## src/rtl/icache_pkg.sv

```systemverilog
// Shared types and constants for the instruction-cache refill controller.
// Contents:
//   refill_state_t : refill FSM states (IDLE, FETCH, FILL, DRAIN)
//   LINE_WORDS     : 32-bit words per cache line
//   OFFSET_BITS    : byte-offset bits inside one line
//   line_t         : one packed cache line, word i at bits [i*32 +: 32]
package icache_pkg;

  typedef enum logic [1:0] {
    IDLE  = 2'd0,
    FETCH = 2'd1,
    FILL  = 2'd2,
    DRAIN = 2'd3
  } refill_state_t;

  localparam int LINE_WORDS  = 4;
  localparam int OFFSET_BITS = 4;

  typedef logic [LINE_WORDS*32-1:0] line_t;

endpackage

```

## src/rtl/icache_refill_ctrl.sv

```systemverilog
// Instruction-cache line refill controller.
// On a miss it reads the four words of the missing line from main memory
// one at a time, assembles them into a line buffer and strobes the full
// line into the cache for one cycle. Memory requests can be abandoned by a
// pipeline flush; an outstanding request is drained before returning idle.
//
// Optional feature macro: ICACHE_CRITICAL_WORD_FIRST_EN
//   Fetch starts at the requested word and wraps; the critical word is
//   bypassed on crit_word/crit_valid and the stall is released early while
//   the PC stays inside the line being filled.
//
// Ports:
//   clk          in   rising-edge clock
//   rst_n        in   synchronous active-low reset
//   addr         in   fetch PC
//   hit          in   cache hit for addr
//   flush        in   pipeline redirect, abandons the pending refill
//   mem_req      out  word read request to memory
//   mem_addr     out  word-aligned read address
//   mem_ready    in   mem_rdata valid for the current request
//   mem_rdata    in   returned word
//   fetch_data   out  assembled line
//   fetch_enable out  one-cycle line write strobe
//   stall        out  freeze of PC / fetch stage
//   crit_word    out  bypassed critical word (feature macro only)
//   crit_valid   out  crit_word valid strobe (feature macro only)
module icache_refill_ctrl
  import icache_pkg::*;
#(
  parameter int DATA_WIDTH = 32,
  parameter int BLOCK_SIZE = 4,
  parameter int ADDR_WIDTH = 32
) (
  input  logic                             clk,
  input  logic                             rst_n,
  input  logic [ADDR_WIDTH-1:0]            addr,
  input  logic                             hit,
  input  logic                             flush,
  output logic                             mem_req,
  output logic [ADDR_WIDTH-1:0]            mem_addr,
  input  logic                             mem_ready,
  input  logic [DATA_WIDTH-1:0]            mem_rdata,
  output logic [BLOCK_SIZE*DATA_WIDTH-1:0] fetch_data,
  output logic                             fetch_enable,
`ifdef ICACHE_CRITICAL_WORD_FIRST_EN
  output logic [31:0]                      crit_word,
  output logic                             crit_valid,
`endif
  output logic                             stall
);

  refill_state_t state_reg;
  logic [1:0]    cnt_reg;
  logic [1:0]    start_reg;
  logic [27:0]   line_addr_reg;
  line_t         line_reg;
  logic          mem_req_reg;
  logic [31:0]   mem_addr_reg;
  logic          fetch_enable_reg;

  logic [1:0] cnt_next;
  logic [1:0] start_idx;
  logic       idle_miss;

  assign cnt_next  = cnt_reg + 2'd1;
  assign idle_miss = (state_reg == IDLE) && !hit && !flush;

`ifdef ICACHE_CRITICAL_WORD_FIRST_EN
  logic crit_seen_reg;
  logic crit_accept;
  logic in_line;
  assign start_idx   = addr[3:2];
  assign crit_accept = (state_reg == FETCH) && mem_ready && !flush && (cnt_reg == start_reg);
  assign in_line     = (addr[31:4] == line_addr_reg);
  assign crit_word   = mem_rdata;
  assign crit_valid  = rst_n && crit_accept;
  // Once the critical word is in hand the pipeline may run, but only while it
  // keeps fetching from the line under refill; leaving it re-stalls.
  assign stall = rst_n && (idle_miss ||
                 ((state_reg != IDLE) &&
                  !((crit_seen_reg || crit_accept) && in_line && (state_reg != DRAIN))));
`else
  logic unused_offset;
  assign unused_offset = ^addr[3:0];
  assign start_idx     = 2'b00;
  assign stall         = rst_n && (idle_miss || (state_reg != IDLE));
`endif

  // Registered outputs are also masked while reset is held so nothing leaks
  // out during the reset cycle itself.
  assign mem_req      = rst_n && mem_req_reg;
  assign mem_addr     = rst_n ? mem_addr_reg : '0;
  assign fetch_enable = rst_n && fetch_enable_reg;
  assign fetch_data   = line_reg;

  always_ff @(posedge clk) begin
    if (!rst_n) begin
      state_reg        <= IDLE;
      cnt_reg          <= 2'd0;
      start_reg        <= 2'd0;
      line_addr_reg    <= '0;
      line_reg         <= '0;
      mem_req_reg      <= 1'b0;
      mem_addr_reg     <= '0;
      fetch_enable_reg <= 1'b0;
`ifdef ICACHE_CRITICAL_WORD_FIRST_EN
      crit_seen_reg    <= 1'b0;
`endif
    end else begin
      case (state_reg)
        IDLE: begin
          fetch_enable_reg <= 1'b0;
          if (idle_miss) begin
            line_addr_reg <= addr[31:4];
            cnt_reg       <= start_idx;
            start_reg     <= start_idx;
            mem_req_reg   <= 1'b1;
            mem_addr_reg  <= {addr[31:4], start_idx, 2'b00};
            state_reg     <= FETCH;
`ifdef ICACHE_CRITICAL_WORD_FIRST_EN
            crit_seen_reg <= 1'b0;
`endif
          end
        end
        FETCH: begin
          if (mem_ready) begin
            if (flush) begin
              // The returning word belongs to an abandoned line: drop it.
              mem_req_reg <= 1'b0;
              state_reg   <= IDLE;
            end else begin
              line_reg[{cnt_reg, 5'd0} +: 32] <= mem_rdata;
              cnt_reg <= cnt_next;
`ifdef ICACHE_CRITICAL_WORD_FIRST_EN
              crit_seen_reg <= 1'b1;
`endif
              // Wrapping back to the start index means all four words are in.
              if (cnt_next == start_reg) begin
                mem_req_reg      <= 1'b0;
                fetch_enable_reg <= 1'b1;
                state_reg        <= FILL;
              end else begin
                mem_addr_reg <= {line_addr_reg, cnt_next, 2'b00};
              end
            end
          end else if (flush) begin
            // Request is already in flight; keep it asserted until memory answers.
            state_reg <= DRAIN;
          end
        end
        DRAIN: begin
          if (mem_ready) begin
            mem_req_reg <= 1'b0;
            state_reg   <= IDLE;
          end
        end
        FILL: begin
          fetch_enable_reg <= 1'b0;
          state_reg        <= IDLE;
        end
        default: state_reg <= IDLE;
      endcase
    end
  end

endmodule
```

## config.mk

```make
export PLATFORM = sky130hd
export DESIGN_NAME = icache_refill_ctrl
export DESIGN_NICKNAME = d
export VERILOG_FILES = /design/src/rtl/icache_pkg.sv /design/src/rtl/icache_refill_ctrl.sv
export SDC_FILE = /design/constraint.sdc
export NUM_CORES = 1
export LEC_CHECK = 0
export CAP_MARGIN = 40
export CORE_MARGIN = 4
export CORE_UTILIZATION = 47
export CTS_CLUSTER_SIZE = 12
export DETAILED_ROUTE_END_ITERATION = 16
export PLACE_DENSITY = 0.8
export SETUP_SLACK_MARGIN = 0.5
export SLEW_MARGIN = 30
export SYNTH_ARGS = -nofsm -noshare
export SYNTH_HDL_FRONTEND = slang
export SYNTH_SLANG_ARGS = --single-unit
```

## constraint.sdc

```tcl
create_clock -name clk -period 2.4 [get_ports clk]
set_input_delay 0.48 -clock clk [delete_from_list [all_inputs] [get_ports clk]]
set_output_delay 0.48 -clock clk [all_outputs]
set_load 0.1 [all_outputs]
```

==> results.yml <==
critical_path:
  start_kind: "input pin"
  critPathCaptureType: "primary output"
  crit_required_ns: 1.92
  r2r-end: "fetch_data[40]"
  startpoint: "flush"
  path_class: "in -> out"
  critPathArrivalTime_ns: 1.40
  r2r-start: "cnt_reg[0]"
  critical_path.slowest_cell: "dlygate4sd2_1"
  slowest_delay_ns: 0.37
  rrSetupSlack_ns: 0.64
  r2r_cells: 6
  crit_chain: "dlygate4sd2_1 -> nor2_2 -> nor3_2 -> nor2_4 -> buf_12"
  worst-path-stages: 5
  crit_buf_inv: 2
  crit_fanout: 5
  crit_end: "stall"
  crit_family: "buffers and inverters"
yosys:
  synth_compound_area_share_pct: 15.9
  synthAdderAreaFrac_pct: 0.950
  syn_area_um2: 7900
  ys_ff_latch: 192
  synthCells: 951
  yosys_warnings: 0
  syn_avg_cell_area_um2: 8.31
  yosys_most_used_dff: "dfxtp_1"
  yosysSeqAreaShare_pct: 48.7
  synth_top_area_share_pct: 48.7
  synth_cell_types: 39
  synth_top_family_by_area: "simple AND/OR/NAND/NOR gates"
  synth-xor-area-share_pct: 0
  synth_edf_count: 0
  synth_mux_area_share_pct: 0.127
  yosys-top-cells-area: "dfxtp_1 49%, nand2_1 12%, nand3_1 8.0%"
  synth-simple-area-share_pct: 26.1
  synth_area_leader_cell: "dfxtp_1"
  async_flop_share_pct: 0
layout:
  nFillCells: 1298
  multi_input_area_um2: 3590
  nets: 1227
  drive_gt1_share_pct: 25.9
  final_common_cell: "nand2_1"
  largest_reg_flops: 128
  final_util_pct: 66.8
  area_growth_pct: 39.7
  layout_common_cells: "249 x nand2_1, 189 x dfxtp_1, 150 x buf_4"
  seqCellArea_um2: 3850
run:
  drv_cap: 0
sta:
  layout_min_cycle_time_ns: 1.88
  setup_viol: 0
  hold_violations: 0
  tightest_slew_ns: 0.648
  clock.fmax_ghz: 0.531
  fin_setup_tns_ns: 0
  skew_ns: 0.00550
  maxSlewViolCount: 0
  period_share_pct: 78.5
  maxSlewHeadroom_pct: 56.8
  rsz0062_at_grt: "yes"
global_route:
  gr-total-overflow: 0
  grt_pass1_vias: 7168
  grt_max_degree: 136
  grt_pass1_wl_um: 36800
  grt.total_usage_pct: 24.8
  antenna_found_initial: 2
worst_hold_path:
  hold_path_class: "in -> reg"
clock_tree:
  numCtsBuffers: 17
  cts.sink_count: 192
  cts_tree: "yes"
  cts_root_buf: "clkbuf_16"
  clkLatencyLatePin_ns: 0.43
  cts_buffer_depth: 2
  cts_hold_buf: 0
  clk_pin_slew_ns: 0.07
  h-tree-depth: 4
detailed_routing:
  vias_per_cell: 5.38
  dr.pass1.iters: 6
  drc: 0
  via_count: 7457
  wl_per_cell_um: 17.4
  postRouteAntennaNets: 0
  drtIter0Drc: 554
  routed_wl_um: 24200
power:
  power_density_nw_per_um2: 658
  power.leakage_nw: 4.21
  ir_drop_v: 0.000492
floorplan:
  boundaryPins: 232
  fp.dieW_um: 138
  core-area_um2: 16500
  dieArea_um2: 18900
  initial_core_util_pct: 47.8
  rows: 47
  die_h_um: 138
placed_design:
  place_congestion: 0.826
  io_buffers: 225
  place_hpwl_um: 15600
outcome:
  status: "completed"
[worst min path at each step]
stage                           start           endpoint  slack [ns]  depth (start not counted)
CTS                   fetch_data[114]    fetch_data[114]        0.45                          2
global placement      fetch_data[115]    fetch_data[115]        0.44                          2
finish                      mem_ready   fetch_enable_reg        0.42                          3
detailed placement    fetch_data[114]    fetch_data[114]        0.44                          2
floorplan           line_addr_reg[10]  line_addr_reg[10]        0.44                          2
global route                mem_ready   fetch_enable_reg        0.46                          3
[report_power, final]
group | leakage [nW] | internal [W] | total [W] | switching (W)
combinational | 2.35 | 0.000361 | 0.000978 | 0.000616
sequential | 1.56 | 0.00326 | 0.00330 | 0.0000404
clock | 0.306 | 0.00167 | 0.00298 | 0.00130
[worst register-to-register path, cell delays in order (launching register included)]
cell and delay (ns):
dfxtp_2 0.44, inv_2 0.15, ha_4 0.34, nor3b_2 0.24
buf_6 0.25, nand3_1 0.13, a21oi_1 0.16
[kinds of logic (layout without fill, tap and decap cells)]
family | after synthesis | after routing
AO/OA/AOI/OAI | 194 | 194
other | 1 | 4
buffers and inverters | 93 | 300
multiplexers | 1 | 1
flip-flops | 192 | 192
adder cells (fa/ha/maj) | 6 | 6
AND/OR/NAND/NOR | 464 | 470
[cells in the mapped netlist, types with 10 or more instances]
| cell | count |
|---|---|
| nand2_1 | 249 |
| dfxtp_1 | 192 |
| nand3_1 | 126 |
| buf_12 | 15 |
| a311oi_1 | 28 |
| clkbuf_1 | 46 |
| and2_1 | 30 |
| a21boi_2 | 10 |
| a21oi_1 | 106 |
| nor2_1 | 35 |
| a21boi_1 | 33 |
| buf_2 | 21 |
[area by class of cell]
type	count	share of cell area (%)
sequential	192	34.9
antenna	2	0.0453
clock inverter	15	1.76
inverter	6	0.227
timing repair buffer	262	24.2
tap	220	2.49
multi-input combinational	673	32.5
clock buffer	17	3.85
[per-stage QoR]
stage | worst slack, ns | instances | power, W | instance area (um2) | hold WS [ns]
floorplan | 0.479 | 952 | 0.00395 | 7960 | 0.437
global placement | 0.0963 | 1343 | 0.00433 | 10300 | 0.439
detailed placement | 0.0115 | 1343 | 0.00434 | 10300 | 0.442
CTS | 0.500 | 1378 | 0.00730 | 10900 | 0.452
global route | 0.464 | 1387 | 0.00749 | 11000 | 0.459
finish | 0.515 | 1387 | 0.00726 | 11000 | 0.422
[timing repair]
item                                   CTS  global route
endpoints found under the hold margin    0             0
setup endpoints to repair              125           118
setup buffers                            1             3
cloned                                   2             4
gates resized for setup                 10            17
pin swaps                                3             0
[per-layer routing]
metal	up-vias	GRT usage, %	wire length (um)
met5	-	0	0
met3	49	8.25	2270
met4	0	9.09	667
met2	293	41.5	11800
met1	3508	29.6	9440
li1	3607	-	-
No activity file was read; power rests on OpenSTA's default activity.
